==> config.mk <==
export PLATFORM = sky130hd
export DESIGN_NAME = display_scan_scheduler
export DESIGN_NICKNAME = d
export VERILOG_FILES = /design/src/rtl/display_scan_scheduler.sv
export SDC_FILE = /design/constraint.sdc
export NUM_CORES = 1
export LEC_CHECK = 0
export BUFFER_PORTS_ARGS = -buffer_cell sky130_fd_sc_hd__buf_2
export CORE_ASPECT_RATIO = 1.5
export CORE_MARGIN = 2
export CORE_UTILIZATION = 42
export CTS_BUF_LIST = sky130_fd_sc_hd__clkbuf_4 sky130_fd_sc_hd__clkbuf_8 sky130_fd_sc_hd__clkbuf_16
export DETAILED_ROUTE_END_ITERATION = 16
export PLACE_DENSITY_LB_ADDON = 0.1
export SYNTH_ARGS = -nofsm -noshare
export SYNTH_HDL_FRONTEND = slang
export SYNTH_SLANG_ARGS = --single-unit
==> constraint.sdc <==
create_clock -name clk -period 3.3 [get_ports clk]
set_input_delay 0 -clock clk [delete_from_list [all_inputs] [get_ports clk]]
set_output_delay 0 -clock clk [all_outputs]
set_load 0.02 [all_outputs]
==> src/rtl/display_scan_scheduler.sv <==
// rtl/display_scan_scheduler.sv - digit-slot scan sequencer with frame-synchronous shadow digits and blanking
module display_scan_scheduler #(
    parameter int DIV   = 100000,
    parameter int BLANK = 1000
) (
    input  logic        clk,
    input  logic        rst,
    input  logic [31:0] score_bcd,
    input  logic        load,
    input  logic        lzb_en,
    output logic        ready,
    output logic        load_done,
    output logic [2:0]  refresh_counter,
    output logic [31:0] digits_q,
    output logic        blank,
    output logic        frame_tick
);

    localparam int              CW   = $clog2(DIV);
    localparam logic [CW-1:0]   LAST = CW'(DIV - 1);

    logic [CW-1:0] slot_cnt_q, slot_cnt_d;
    logic [2:0]    refresh_q, refresh_d;
    logic          ready_q, ready_d;
    logic          load_done_q, load_done_d;
    logic          frame_tick_q, frame_tick_d;
    logic [31:0]   pend_q, pend_d;
    logic [31:0]   shadow_q, shadow_d;

    logic slot_end;
    logic frame_end;
    logic accept;
    logic commit;

    // ready_q low means the pending register holds an uncommitted value
    assign slot_end  = (slot_cnt_q == LAST);
    assign frame_end = slot_end && (refresh_q == 3'd7);
    assign accept    = load && ready_q;
    assign commit    = frame_end && !ready_q;

    always_comb begin
        slot_cnt_d   = slot_end ? '0 : slot_cnt_q + 1'b1;
        refresh_d    = slot_end ? refresh_q + 3'd1 : refresh_q;
        frame_tick_d = frame_end;
        load_done_d  = commit;
        pend_d       = accept ? score_bcd : pend_q;
        shadow_d     = commit ? pend_q : shadow_q;
        ready_d      = ready_q;
        if (accept) begin
            ready_d = 1'b0;
        end else if (commit) begin
            ready_d = 1'b1;
        end
    end

    always_ff @(posedge clk or posedge rst) begin
        if (rst) begin
            slot_cnt_q   <= '0;
            refresh_q    <= 3'd0;
            ready_q      <= 1'b1;
            load_done_q  <= 1'b0;
            frame_tick_q <= 1'b0;
            pend_q       <= 32'd0;
            shadow_q     <= 32'd0;
        end else begin
            slot_cnt_q   <= slot_cnt_d;
            refresh_q    <= refresh_d;
            ready_q      <= ready_d;
            load_done_q  <= load_done_d;
            frame_tick_q <= frame_tick_d;
            pend_q       <= pend_d;
            shadow_q     <= shadow_d;
        end
    end

    logic       win;
    logic [7:0] dz;
    logic [7:0] zero_from;
    logic       suppress;

    if (BLANK > 0) begin : g_win
        assign win = (slot_cnt_q < CW'(BLANK));
    end else begin : g_nowin
        assign win = 1'b0;
    end

    // zero_from[i]: digits 7 down to i are all zero; codes above 9 count as nonzero
    for (genvar g = 0; g < 8; g++) begin : g_lz
        assign dz[g]        = (shadow_q[4*g +: 4] == 4'd0);
        assign zero_from[g] = &dz[7:g];
    end

    assign suppress = lzb_en && (refresh_q != 3'd0) && zero_from[refresh_q];

    assign blank           = win || suppress;
    assign ready           = ready_q;
    assign load_done       = load_done_q;
    assign refresh_counter = refresh_q;
    assign digits_q        = shadow_q;
    assign frame_tick      = frame_tick_q;

endmodule

# [Yosys cells after proc, flatten, opt, wreduce, memory -nomap -nowiden]
# Index checks and enable logic that the tools add are counted.
[totals] regBits=87 input_bits=36 output_inout_bits=39
[classes] magnitude_cmp=2 add_sub_neg=2 eq_ne=2 n_reduce_logical=24 n_mux=5
[op_table] op="4-bit zero test" n=8
[op_table] op="17-bit by 1-bit adder with 17-bit output (second input constant)" n=1
[op_table] op="17-bit equality test (second input constant)" n=1
[op_table] op="17-bit by 10-bit less-than comparator with 1-bit output (second input constant)" n=1
[op_table] op="17-bit 2-to-1 mux" n=1
[op_table] op="8-bit AND reduction" n=1
[op_table] op="7-bit AND reduction" n=1
[op_table] op="6-bit AND reduction" n=1
[op_table] op="1-bit logical AND" n=5
[op_table] op="5-bit AND reduction" n=1
[op_table] op="3-bit by 4-bit less-than comparator with 1-bit output (second input constant)" n=1
[op_table] op="4-bit AND reduction" n=1
[op_table] op="3-bit by 1-bit adder with 3-bit output (second input constant)" n=1
[op_table] op="1-bit binary-select mux with 3-bit select" n=1
[op_table] op="3-bit equality test (second input constant)" n=1
[op_table] op="1-bit 2-to-1 mux" n=3
[op_table] op="3-bit AND reduction" n=1
[op_table] op="3-bit nonzero test" n=1
[op_table] op="2-bit AND reduction" n=1
[op_table] op="2-bit nonzero test" n=1
[op_table] op="1-bit zero test" n=1
[op_table] op="1-bit logical OR" n=1

# [Logic depth before layout (Yosys ltp)]
[depth] depth_word=6 depth_mapped=7

# [Least setup slack after synthesis]
# Ideal clock, no wire load.
[synth_timing] kind="register to register" start="register slot_cnt_q[0]" end="register shadow_q[10] (netlist: digits_q[10])" period_less_slack_ps=2017 path_stages_with_launch=8 path_slack_ps=1283 arrival_ps=1890 setup_ps=127 t_required_ps=3173 path_cell_list="dfrtp_1 -> ha_1 -> and4_1 -> buf_2 -> nand3_1 -> nor4b_4 -> buf_6 -> mux2_1"
[synth_via] elab_chain_len=3
[synth_lines] element="start: declaration" line="22" rtl="logic [CW-1:0] slot_cnt_q, slot_cnt_d;"
[synth_lines] element="start signal: assignment" line="66" rtl="slot_cnt_q <= slot_cnt_d;"
[synth_lines] element="17-bit equality test" line="36" rtl="assign slot_end = (slot_cnt_q == LAST);"
[synth_lines] element="1-bit logical AND" line="37" rtl="assign frame_end = slot_end && (refresh_q == 3'd7);"
[synth_lines] element="1-bit logical AND" line="39" rtl="assign commit = frame_end && !ready_q;"
[synth_lines] element="end signal: assignment" line="72" rtl="shadow_q <= shadow_d;"
[synth_lines] element="end: declaration" line="28" rtl="logic [31:0] shadow_q, shadow_d;"
# Every way passes these cells.
# A chain may end at the register's enable or synchronous reset.

# [Final worst setup path]
[layout_timing] start="register shadow_q[20] (netlist: digits_q[20])" end="output blank"
[layout_via] elab_chain_len=6
[layout_lines] element="4-bit zero test (*)" line="89" rtl="assign dz[g] = (shadow_q[4*g +: 4] == 4'd0);"
[layout_lines] element="8-bit AND reduction, or another cell as far along" line="90" rtl="assign zero_from[g] = &dz[7:g];"
[layout_lines] element="1-bit binary-select mux with 3-bit select (*)" line="93" rtl="assign suppress = lzb_en && (refresh_q != 3'd0) && zero_from[refresh_q];"
[layout_lines] element="1-bit 2-to-1 mux (implied by the code) (*)" line="93"
[layout_lines] element="1-bit logical AND (*)" line="93"
[layout_lines] element="1-bit logical OR (*)" line="95" rtl="assign blank = win || suppress;"
[layout_lines] element="end: declaration" line="15" rtl="output logic blank,"
# Mark *: on every way between the ends. The rest lies on a longest branch, timed or not. The select of a mux whose other input is x is not followed.

==> flow_summary.toml <==
[synth]
netlist_top_cells_count = "86 x dfrtp_1, 37 x mux2_2, 29 x mux2_1"
ys_warn_count = 0
syn_inst = 259
ys_seq_area_frac = 0.602
synthArstFlopShare = 1.00
ys.flop_type = "dfrtp_1"
syn_area_um2 = 3620
synth_area_leaders = "dfrtp_1 59%, mux2_2 12%, mux2_1 9.0%"
syn_area_per_cell_um2 = 14.0
synth_cell_types = 41
synth_edf_count = 0
synth_largest_area_cell = "dfrtp_1"
synth_fp_nets = 299
synth-seq-cells = 87
synth_top_area_share = 0.594
yosysMostFrequentCell = "dfrtp_1"

[timing]
tns_ps = 0
max_slew_margin = 0.321
rsz0062_at_grt = "false"
finalHoldViolCount = 0
worst_pin_slew_ps = 1020
fmax_ghz = 0.446
fin_worst_skew_ps = 5.25
post-route-period-util = 0.680
post-route-min-period_ps = 2240
setup_viol = 0
slew_violations = 0

[power]
p_sw_frac = 0.196
pwr-share-comb = 0.034
p_leak_nw = 2.52
ir_drop_mv = 0.283
p_per_area_nw_per_um2 = 452
p_int_mw = 1.73
power_frac_seq = 0.496
clkPwrFrac = 0.469
p_switching_mw = 0.421

[clock_network]
cts_buffer_depth = 2
clk_latency_ps = 340
htreeDepth = 3
cts.sink_count = 87
cts_tree = "built"
cts.clk_slew.worst_paths_ps = 60
cts-root-buf = "clkbuf_16"
cts_buffers = 9

[floorplan]
fp.coreArea_um2 = 8410
std_cell_rows = 41
dieWidth_um = 79.8
die_area_um2 = 9400
pin_count = 75
initial_core_util = 0.430
die_h_um = 118

[critical_path]
cp-end-kind = "output pin"
reg2reg_to = "digits_q[26]"
rrSetupSlack_ps = 1060
start_kind = "flip-flop"
r2r_cells = 6
crit_required_ps = 3300
worst-endpoint-arrival_ps = 2240
crit_fanout = 3
crit_type = "reg -> out"
r2r_start = "slot_cnt_q[0]"

[layout]
fin_util = 0.566
area_growth_pct = 31.4
diodes = 0
layout-drive-gt1-share = 0.361
fin_nets = 414
fillers = 732
multiInputGateArea_um2 = 1360
regArea_um2 = 2180

[worst_hold_path]
hp-class = "in -> async"

[routing]
first_iter_violations = 124
wl_met1_um = 3140
vias_per_cell = 5.04
first_pass_iters = 4
dr_wl_met3_um = 243
vias = 2450
ant_nets = 0
routedWlPerCell_um = 15.3
top_layer_used = "met4"
route.met2.wl_um = 3780
drc = 0
drt_wl_total_um = 7420

[global_routing]
gr-usage-all-layers = 0.178
grt_pass1_wl_um = 12600
grt_overflow_total = 0
grt_pass1_vias = 2549
grt_max_degree = 62
antenna_found_initial = 0

[placed_design]
io_buffers = 74
gp_congestion = 0.796
hpwl_um = 5100

[run_status]
outcome = "complete, no violations"

[run]
drv_cap = 0
-- per-stage QoR --
stage	area (um^2)	power (mW)	instances	setup WS (ps)	hold WS, ps
global route	4760	2.23	486	870	433
detailed placement	4120	1.13	436	1020	235
finish	4760	2.15	486	1060	418
floorplan	3620	1.10	259	1050	150
CTS	4760	2.18	486	1010	409
global placement	4120	1.13	436	1050	232
-- layout make-up --
class	instances	share of cell area
clock buffer	12	0.0534
clock inverter	4	0.00947
inverter	6	0.00500
multi-input combinational	157	0.286
sequential	87	0.458
tap	107	0.0281
timing repair buffer	113	0.160
-- cell families after synthesis --
logic type,share of synthesized area
flip-flops,0.602
adder cells (fa/ha/maj),0.0138
buffers and inverters,0.0221
XOR/XNOR,0.0339
AND/OR/NAND/NOR,0.0936
AO/OA/AOI/OAI,0.0270
multiplexers,0.208
-- layer usage --
layer  GRT usage  vias up
met5           0        -
met4       0.108        0
met3      0.0291       19
met2       0.289       53
met1       0.217     1222
li1            -     1156
-- sequential cells by signal, indices dropped and copies added (netlist names) --
| register | flops |
|---|---|
| digits_q | 32 |
| pend_q | 32 |
| slot_cnt_q | 17 |
| refresh_counter | 3 |
| frame_tick | 1 |
| load_done | 1 |
| ready | 1 |
-- cell usage in the layout (no fill, tap or decap), types with 2 or more instances in the layout --
master	count
buf_4	4
o21ai_0	5
nor2_1	11
dlygate4sd3_1	34
a211oi_1	2
mux2_2	37
xnor2_1	5
mux2_1	29
nand3_1	9
clkbuf_4	2
inv_1	5
clkbuf_16	9
clkinv_2	4
nor4_1	6
nand2_1	8
ha_1	4
a21oi_1	2
dfrtp_1	86
nand4_1	5
nor3_1	3
and4_1	3
xor2_1	9
buf_2	74
-- how the worst max path moves through the flow --
stage,from,end,slack (ps),cells after the start
final,digits_q[20],blank,1060,5
after global routing,digits_q[20],blank,870,5
after CTS,slot_cnt_q[0],digits_q[13],1010,6
after detailed placement,slot_cnt_q[0],digits_q[26],1020,6
after global placement,slot_cnt_q[0],digits_q[29],1050,6
after floorplan,rst,digits_q[0],1050,1
-- power by group through the flow --
| stage | registers, mW | logic (mW) | clock network, mW |
|---|---|---|---|
| floorplan | 1.09 | 0.0161 | 0 |
| global placement | 1.09 | 0.0449 | 0 |
| detailed placement | 1.09 | 0.0452 | 0 |
| CTS | 1.07 | 0.0756 | 1.03 |
| global route | 1.07 | 0.0835 | 1.08 |
| finish | 1.07 | 0.0734 | 1.01 |
-- critical path, stage by stage (launching register included) --
cell	delay [ps]
dfrtp_1	390
nor4_1	580
o22ai_1	140
a211o_1	290
a211oi_1	270
buf_2	220
-- what timing repair did --
| action | CTS | global route |
|---|---|---|
| hold buffers | 34 | 0 |
| resized for setup | 0 | 0 |
| endpoints found under the hold margin | 91 | 0 |
| setup buffers | 0 | 0 |
(Power assumes the default switching activity.)
